[src/rtl/cpu_rp2a03_apu_frame_sequencer.sv]
// APU frame counter ($4017) for the RP2A03.
// Counts CPU cycles and produces the quarter/half-frame strobes that clock
// the envelope, length counter and sweep units. Implements the 4-step and
// 5-step sequences, the frame IRQ flag and the parity-dependent delayed
// sequence reset that follows a $4017 write.
//
// Optional feature: define APU_FRAME_IRQ_EN to build the frame IRQ flag.
// Without it frame_irq_o is tied low and the inhibit bit has no effect.
//
// Ports:
//   clk_i                in   one edge per CPU cycle
//   rst_i                in   synchronous active-high reset
//   frame_reg_wr_i       in   $4017 write strobe
//   frame_reg_wr_data_i  in   [7] mode (1 = 5-step), [6] IRQ inhibit
//   status_rd_i          in   $4015 read strobe, clears the frame IRQ flag
//   quarter_frame_o      out  single-cycle quarter-frame strobe
//   half_frame_o         out  single-cycle half-frame strobe
//   frame_irq_o          out  frame IRQ flag (level)
module cpu_rp2a03_apu_frame_sequencer #(
  parameter logic [15:0] STEP1_CYCLE = 16'd7457,
  parameter logic [15:0] STEP2_CYCLE = 16'd14913,
  parameter logic [15:0] STEP3_CYCLE = 16'd22371,
  parameter logic [15:0] STEP4_CYCLE = 16'd29829,
  parameter logic [15:0] STEP5_CYCLE = 16'd37281
) (
  input  logic       clk_i,
  input  logic       rst_i,
  input  logic       frame_reg_wr_i,
  input  logic [7:0] frame_reg_wr_data_i,
  input  logic       status_rd_i,
  output logic       quarter_frame_o,
  output logic       half_frame_o,
  output logic       frame_irq_o
);

  typedef enum logic {
    MODE_4STEP = 1'b0,
    MODE_5STEP = 1'b1
  } mode_e;

  logic [15:0] cnt_r, cnt_d;
  logic        parity_r;
  mode_e       mode_r, mode_d;
  logic        inhibit_r, inhibit_d;
  logic [2:0]  dly_r, dly_d;
  logic        dly_vld_r, dly_vld_d;
  logic        qf_r, qf_d;
  logic        hf_r, hf_d;
  logic        seq_reset;
  logic        wrap;
  logic [15:0] last_step;

  always_comb begin
    seq_reset = dly_vld_r && (dly_r == 3'd0);
    last_step = (mode_r == MODE_5STEP) ? STEP5_CYCLE : STEP4_CYCLE;
    wrap      = (cnt_r == last_step);

    cnt_d = wrap ? '0 : cnt_r + 16'd1;
    qf_d  = (cnt_r == STEP1_CYCLE) || (cnt_r == STEP2_CYCLE) ||
            (cnt_r == STEP3_CYCLE) || wrap;
    hf_d  = (cnt_r == STEP2_CYCLE) || wrap;

    dly_d     = dly_r;
    dly_vld_d = dly_vld_r;
    if (dly_vld_r) begin
      if (dly_r == 3'd0) dly_vld_d = 1'b0;
      else               dly_d     = dly_r - 3'd1;
    end

    // The delayed reset overrides any step match landing on the same cycle;
    // entering 5-step mode clocks the units immediately.
    if (seq_reset) begin
      cnt_d = '0;
      qf_d  = (mode_r == MODE_5STEP);
      hf_d  = (mode_r == MODE_5STEP);
    end

    mode_d    = mode_r;
    inhibit_d = inhibit_r;
    // Loading d-1 makes the reset land d cycles after the write cycle; a new
    // write simply restarts the countdown.
    if (frame_reg_wr_i) begin
      mode_d    = mode_e'(frame_reg_wr_data_i[7]);
      inhibit_d = frame_reg_wr_data_i[6];
      dly_vld_d = 1'b1;
      dly_d     = parity_r ? 3'd2 : 3'd3;
    end
  end

  always_ff @(posedge clk_i) begin
    if (rst_i) begin
      cnt_r     <= '0;
      parity_r  <= 1'b0;
      mode_r    <= MODE_4STEP;
      inhibit_r <= 1'b0;
      dly_r     <= '0;
      dly_vld_r <= 1'b0;
      qf_r      <= 1'b0;
      hf_r      <= 1'b0;
    end else begin
      cnt_r     <= cnt_d;
      parity_r  <= ~parity_r;
      mode_r    <= mode_d;
      inhibit_r <= inhibit_d;
      dly_r     <= dly_d;
      dly_vld_r <= dly_vld_d;
      qf_r      <= qf_d;
      hf_r      <= hf_d;
    end
  end

  assign quarter_frame_o = qf_r;
  assign half_frame_o    = hf_r;

`ifdef APU_FRAME_IRQ_EN
  logic irq_r, irq_d;
  logic wrap_r, wrap_d;
  logic irq_set;
  logic unused_wr_data;

  always_comb begin
    // wrap_r marks the cnt_r = 0 cycle that follows a natural 4-step wrap,
    // the third of the three consecutive set cycles.
    wrap_d  = (mode_r == MODE_4STEP) && wrap && !seq_reset;
    irq_set = (mode_r == MODE_4STEP) && !inhibit_r && !seq_reset &&
              ((cnt_r == STEP4_CYCLE - 16'd1) || (cnt_r == STEP4_CYCLE) ||
               ((cnt_r == 16'd0) && wrap_r));
    irq_d = irq_r;
    if (status_rd_i) irq_d = 1'b0;
    if (irq_set)     irq_d = 1'b1;
    if (frame_reg_wr_i && frame_reg_wr_data_i[6]) irq_d = 1'b0;
  end

  always_ff @(posedge clk_i) begin
    if (rst_i) begin
      irq_r  <= 1'b0;
      wrap_r <= 1'b0;
    end else begin
      irq_r  <= irq_d;
      wrap_r <= wrap_d;
    end
  end

  assign frame_irq_o    = irq_r;
  assign unused_wr_data = ^frame_reg_wr_data_i[5:0];
`else
  logic unused_irq_path;

  assign frame_irq_o     = 1'b0;
  assign unused_irq_path = ^{status_rd_i, inhibit_r, frame_reg_wr_data_i[5:0]};
`endif

endmodule

[config.mk]
export PLATFORM = sky130hd
export DESIGN_NAME = cpu_rp2a03_apu_frame_sequencer
export DESIGN_NICKNAME = d
export VERILOG_FILES = /design/src/rtl/cpu_rp2a03_apu_frame_sequencer.sv
export SDC_FILE = /design/constraint.sdc
export NUM_CORES = 1
export LEC_CHECK = 0
export ABC_AREA = 1
export BUFFER_PORTS_ARGS = -buffer_cell sky130_fd_sc_hd__buf_2
export CORE_MARGIN = 5
export CORE_UTILIZATION = 32
export CTS_BUF_LIST = sky130_fd_sc_hd__clkbuf_4 sky130_fd_sc_hd__clkbuf_8
export DETAILED_ROUTE_END_ITERATION = 16
export GPL_ROUTABILITY_DRIVEN = 0
export PLACE_DENSITY = 0.58
export SYNTH_ARGS = -nofsm -noshare
export SYNTH_HDL_FRONTEND = slang
export SYNTH_SLANG_ARGS = --single-unit
[constraint.sdc]
create_clock -name clk_i -period 1.55 [get_ports clk_i]
set_clock_uncertainty 0.1 [all_clocks]
set_input_delay 0.0775 -clock clk_i [delete_from_list [all_inputs] [get_ports clk_i]]
set_output_delay 0.0775 -clock clk_i [all_outputs]
set_load 0.02 [all_outputs]
==> results.json <==
{
  "dp.cells": 254,
  "die_h_um": 73.9,
  "hold_viol": 0,
  "seqPwrFrac_pct": 52.0,
  "syn-num-nets": 209,
  "syn_area_per_cell_um2": 6.77,
  "dr.pass1.iters": 4,
  "crit_required_ns": 1.62,
  "antenna_found_initial": 0,
  "crit_arrival_ns": 1.60,
  "io_buffers": 5,
  "clock_power_share_pct": 34.3,
  "ys_top_cells_by_count": "45 x nand2_1, 40 x nor2_1, 24 x dfxtp_1, 22 x inv_1, 12 x a21oi_1",
  "start_kind": "register",
  "fin_cells": 268,
  "net-switching-power_uw": 316,
  "layout-drive-gt1-share_pct": 35.3,
  "clk_latency_ns": 0.27,
  "yosysSeqAreaShare_pct": 36.7,
  "synth_seq_cells": 24,
  "grt_overflow": 0,
  "yosys.area.top_type_share_pct": 36.7,
  "area_growth_pct": 34.5,
  "timing.rr.start": "cnt_r[0]",
  "grt_max_degree": 17,
  "initial_utilization_pct": 32.9,
  "viasPerCell": 4.53,
  "gr-usage-all-layers_pct": 11.6,
  "cts_buffers": 3,
  "post-route-drc-count": 0,
  "cts_sinks": 24,
  "synth.area.top_cells": "dfxtp_1 37%, nand2_1 13%, nor2_1 11%",
  "ant_nets": 0,
  "min_from": "parity_r",
  "layout_min_cycle_time_ns": 1.53,
  "ys_async_sr_fraction_pct": 0,
  "io_pins": 15,
  "comb_power_share_pct": 13.7,
  "synth_edf_count": 0,
  "timing.hold.ws_ns": 0.318,
  "vias": 1215,
  "crit_fanout": 8,
  "fin_nets": 235,
  "fmax_ghz": 0.654,
  "grt_pass1_wl_um": 4840,
  "slew_violations": 0,
  "dieArea_mm2": 0.00546,
  "worstSetupPathType": "reg2reg",
  "rr_endpoint": "cnt_r[4]",
  "grt_pass1_vias": 1072,
  "die_x_um": 73.9,
  "clockBufferDepth": 2,
  "synth.most_common_cell": "nand2_1",
  "p_per_area_mw_per_mm2": 720,
  "p_leak_nw": 0.723,
  "rsz0062_at_grt": "true",
  "row_count": 23,
  "outcome": "complete, no violations",
  "netlist_area_mm2": 0.00131,
  "max-cap-violations": 0,
  "internal_power_uw": 950,
  "hold_class": "reg2reg",
  "synth_top_area_cell": "dfxtp_1",
  "wl_um": 2900,
  "drt_iter0_markers": 59,
  "postSynth.topFlopCell": "dfxtp_1",
  "setup_tns_ns": 0,
  "diodes": 0,
  "ff2ff_path_depth": 8,
  "ctsHtreeMaxLevel": 1,
  "cpPeakStageDelay_ns": 0.37,
  "crit_chain": "buf_6 > ha_4 > nand4_1 > nor2_2 > nand3_2 > nand3_4 > clkbuf_16 > nor2_1",
  "synthDistinctLibCells": 28,
  "timing.final.crit_share_pct": 98.7,
  "place_hpwl_um": 2070,
  "wl_per_cell_um": 10.8,
  "swShare_pct": 25.0,
  "end_kind": "register",
  "netlist_instances": 193,
  "ir_worst_vdd_mv": 0.671,
  "yosys_warnings": 0,
  "final_util_pct": 44.3,
  "setup_violations": 0,
  "core_mm2": 0.00397,
  "path_clk_slew_ns": 0.09,
  "worstHoldEndpoint": "parity_r",
  "reg2reg_slack_ns": 0.02,
  "critical_path.slowest_cell": "dfxtp_4",
  "cts_root_buf": "clkbuf_8",
  "cts_tree": "done",
  "whs_path_depth": 1
}
power groups by stage:
stage / clock (mW) / combinational (mW) / sequential [mW]
floorplan: 0 / 0.0769 / 0.665
CTS: 0.459 / 0.117 / 0.654
global route: 0.487 / 0.194 / 0.662
detailed placement: 0 / 0.111 / 0.668
global placement: 0 / 0.110 / 0.667
finish: 0.434 / 0.173 / 0.658
through the flow:
| step | setup WS (ns) | instance area, um^2 | power, mW |
|---|---|---|---|
| after floorplan | 0.133 | 1310 | 0.742 |
| after global placement | 0.0567 | 1450 | 0.777 |
| after detailed placement | 0.0130 | 1450 | 0.779 |
| after CTS | 0.0342 | 1540 | 1.23 |
| after global routing | -0.0695 | 1760 | 1.34 |
| final | 0.0204 | 1760 | 1.27 |
per-layer routing:
metal	share of wire [%]	vias to the layer above	global-route usage, %
met4	1.2	0	4.23
met5	0	-	0
met1	48	534	15.7
met2	45	25	17.1
met3	5.8	4	3.69
li1	-	652	-
final cells by class:
class / count / area (um^2)
tap: 50 / 62.6
clock buffer: 4 / 55.1
sequential: 24 / 502
timing repair buffer: 24 / 209
multi-input combinational: 142 / 841
inverter: 24 / 90.1
fill: 411 / 2210
worst max-delay path by stage:
stage	startpoint	endpoint	cells past startpoint
3_5_place_dp	cnt_r[0]	cnt_r[14]	8
6_report	cnt_r[0]	cnt_r[4]	8
4_1_cts	cnt_r[1]	cnt_r[14]	8
2_1_floorplan	cnt_r[0]	cnt_r[14]	8
3_3_place_gp	cnt_r[0]	cnt_r[14]	8
5_1_grt	cnt_r[1]	cnt_r[14]	9
sequential cells by signal, indices dropped and copies added, names as in the netlist:
| register | flops |
|---|---|
| parity_r | 1 |
| dly_vld_r | 1 |
| mode_r | 1 |
| half_frame_o | 1 |
| quarter_frame_o | 1 |
| dly_r | 3 |
| cnt_r | 16 |
timing repair:
action                                 in CTS  in global routing
setup endpoints to repair                   1                 18
endpoints found under the hold margin       6                  0
hold buffers                                3                  0
gates resized for setup                     1                 49
pin swaps                                   0                 13
cloned                                      0                  1
buffers inserted                            0                  6
logic make-up (layout without fill, tap and decap cells):
| group | Yosys count | after routing | synth area share [%] |
|---|---|---|---|
| AND/OR/NAND/NOR | 114 | 114 | 39.6 |
| buffers and inverters | 27 | 52 | 8.71 |
| flip-flops | 24 | 24 | 36.7 |
| AO/OA/AOI/OAI | 18 | 18 | 7.46 |
| XOR/XNOR | 5 | 5 | 3.35 |
| adder cells (fa/ha/maj) | 4 | 4 | 3.83 |
| other | 1 | 1 | 0.287 |
critical path: cells and delay by family, from the launching register on:
| family | cells | cell delay, ns |
|---|---|---|
| buffers and inverters | 2 | 0.27 |
| DFF | 1 | 0.37 |
| adders and majority gates | 1 | 0.12 |
| and+or+nand+nor | 5 | 0.55 |
cells in the final DEF (no fill, tap or decap), types with 3 or more instances in the layout:
cell type | Yosys | routed
dfxtp_2 | 0 | 11
nand3_2 | 2 | 3
nor2_4 | 0 | 4
a21oi_2 | 0 | 7
nand2_1 | 45 | 42
nand2_2 | 3 | 6
clkbuf_8 | 0 | 4
buf_4 | 1 | 13
inv_2 | 2 | 4
nand3_1 | 8 | 6
dfxtp_1 | 24 | 11
nand4_1 | 5 | 5
nor2_2 | 1 | 4
inv_1 | 22 | 20
buf_2 | 0 | 5
nor2_1 | 40 | 33
dlygate4sd3_1 | 0 | 3
xor2_1 | 4 | 4
a21oi_1 | 12 | 5
(Power assumes the default switching activity.)
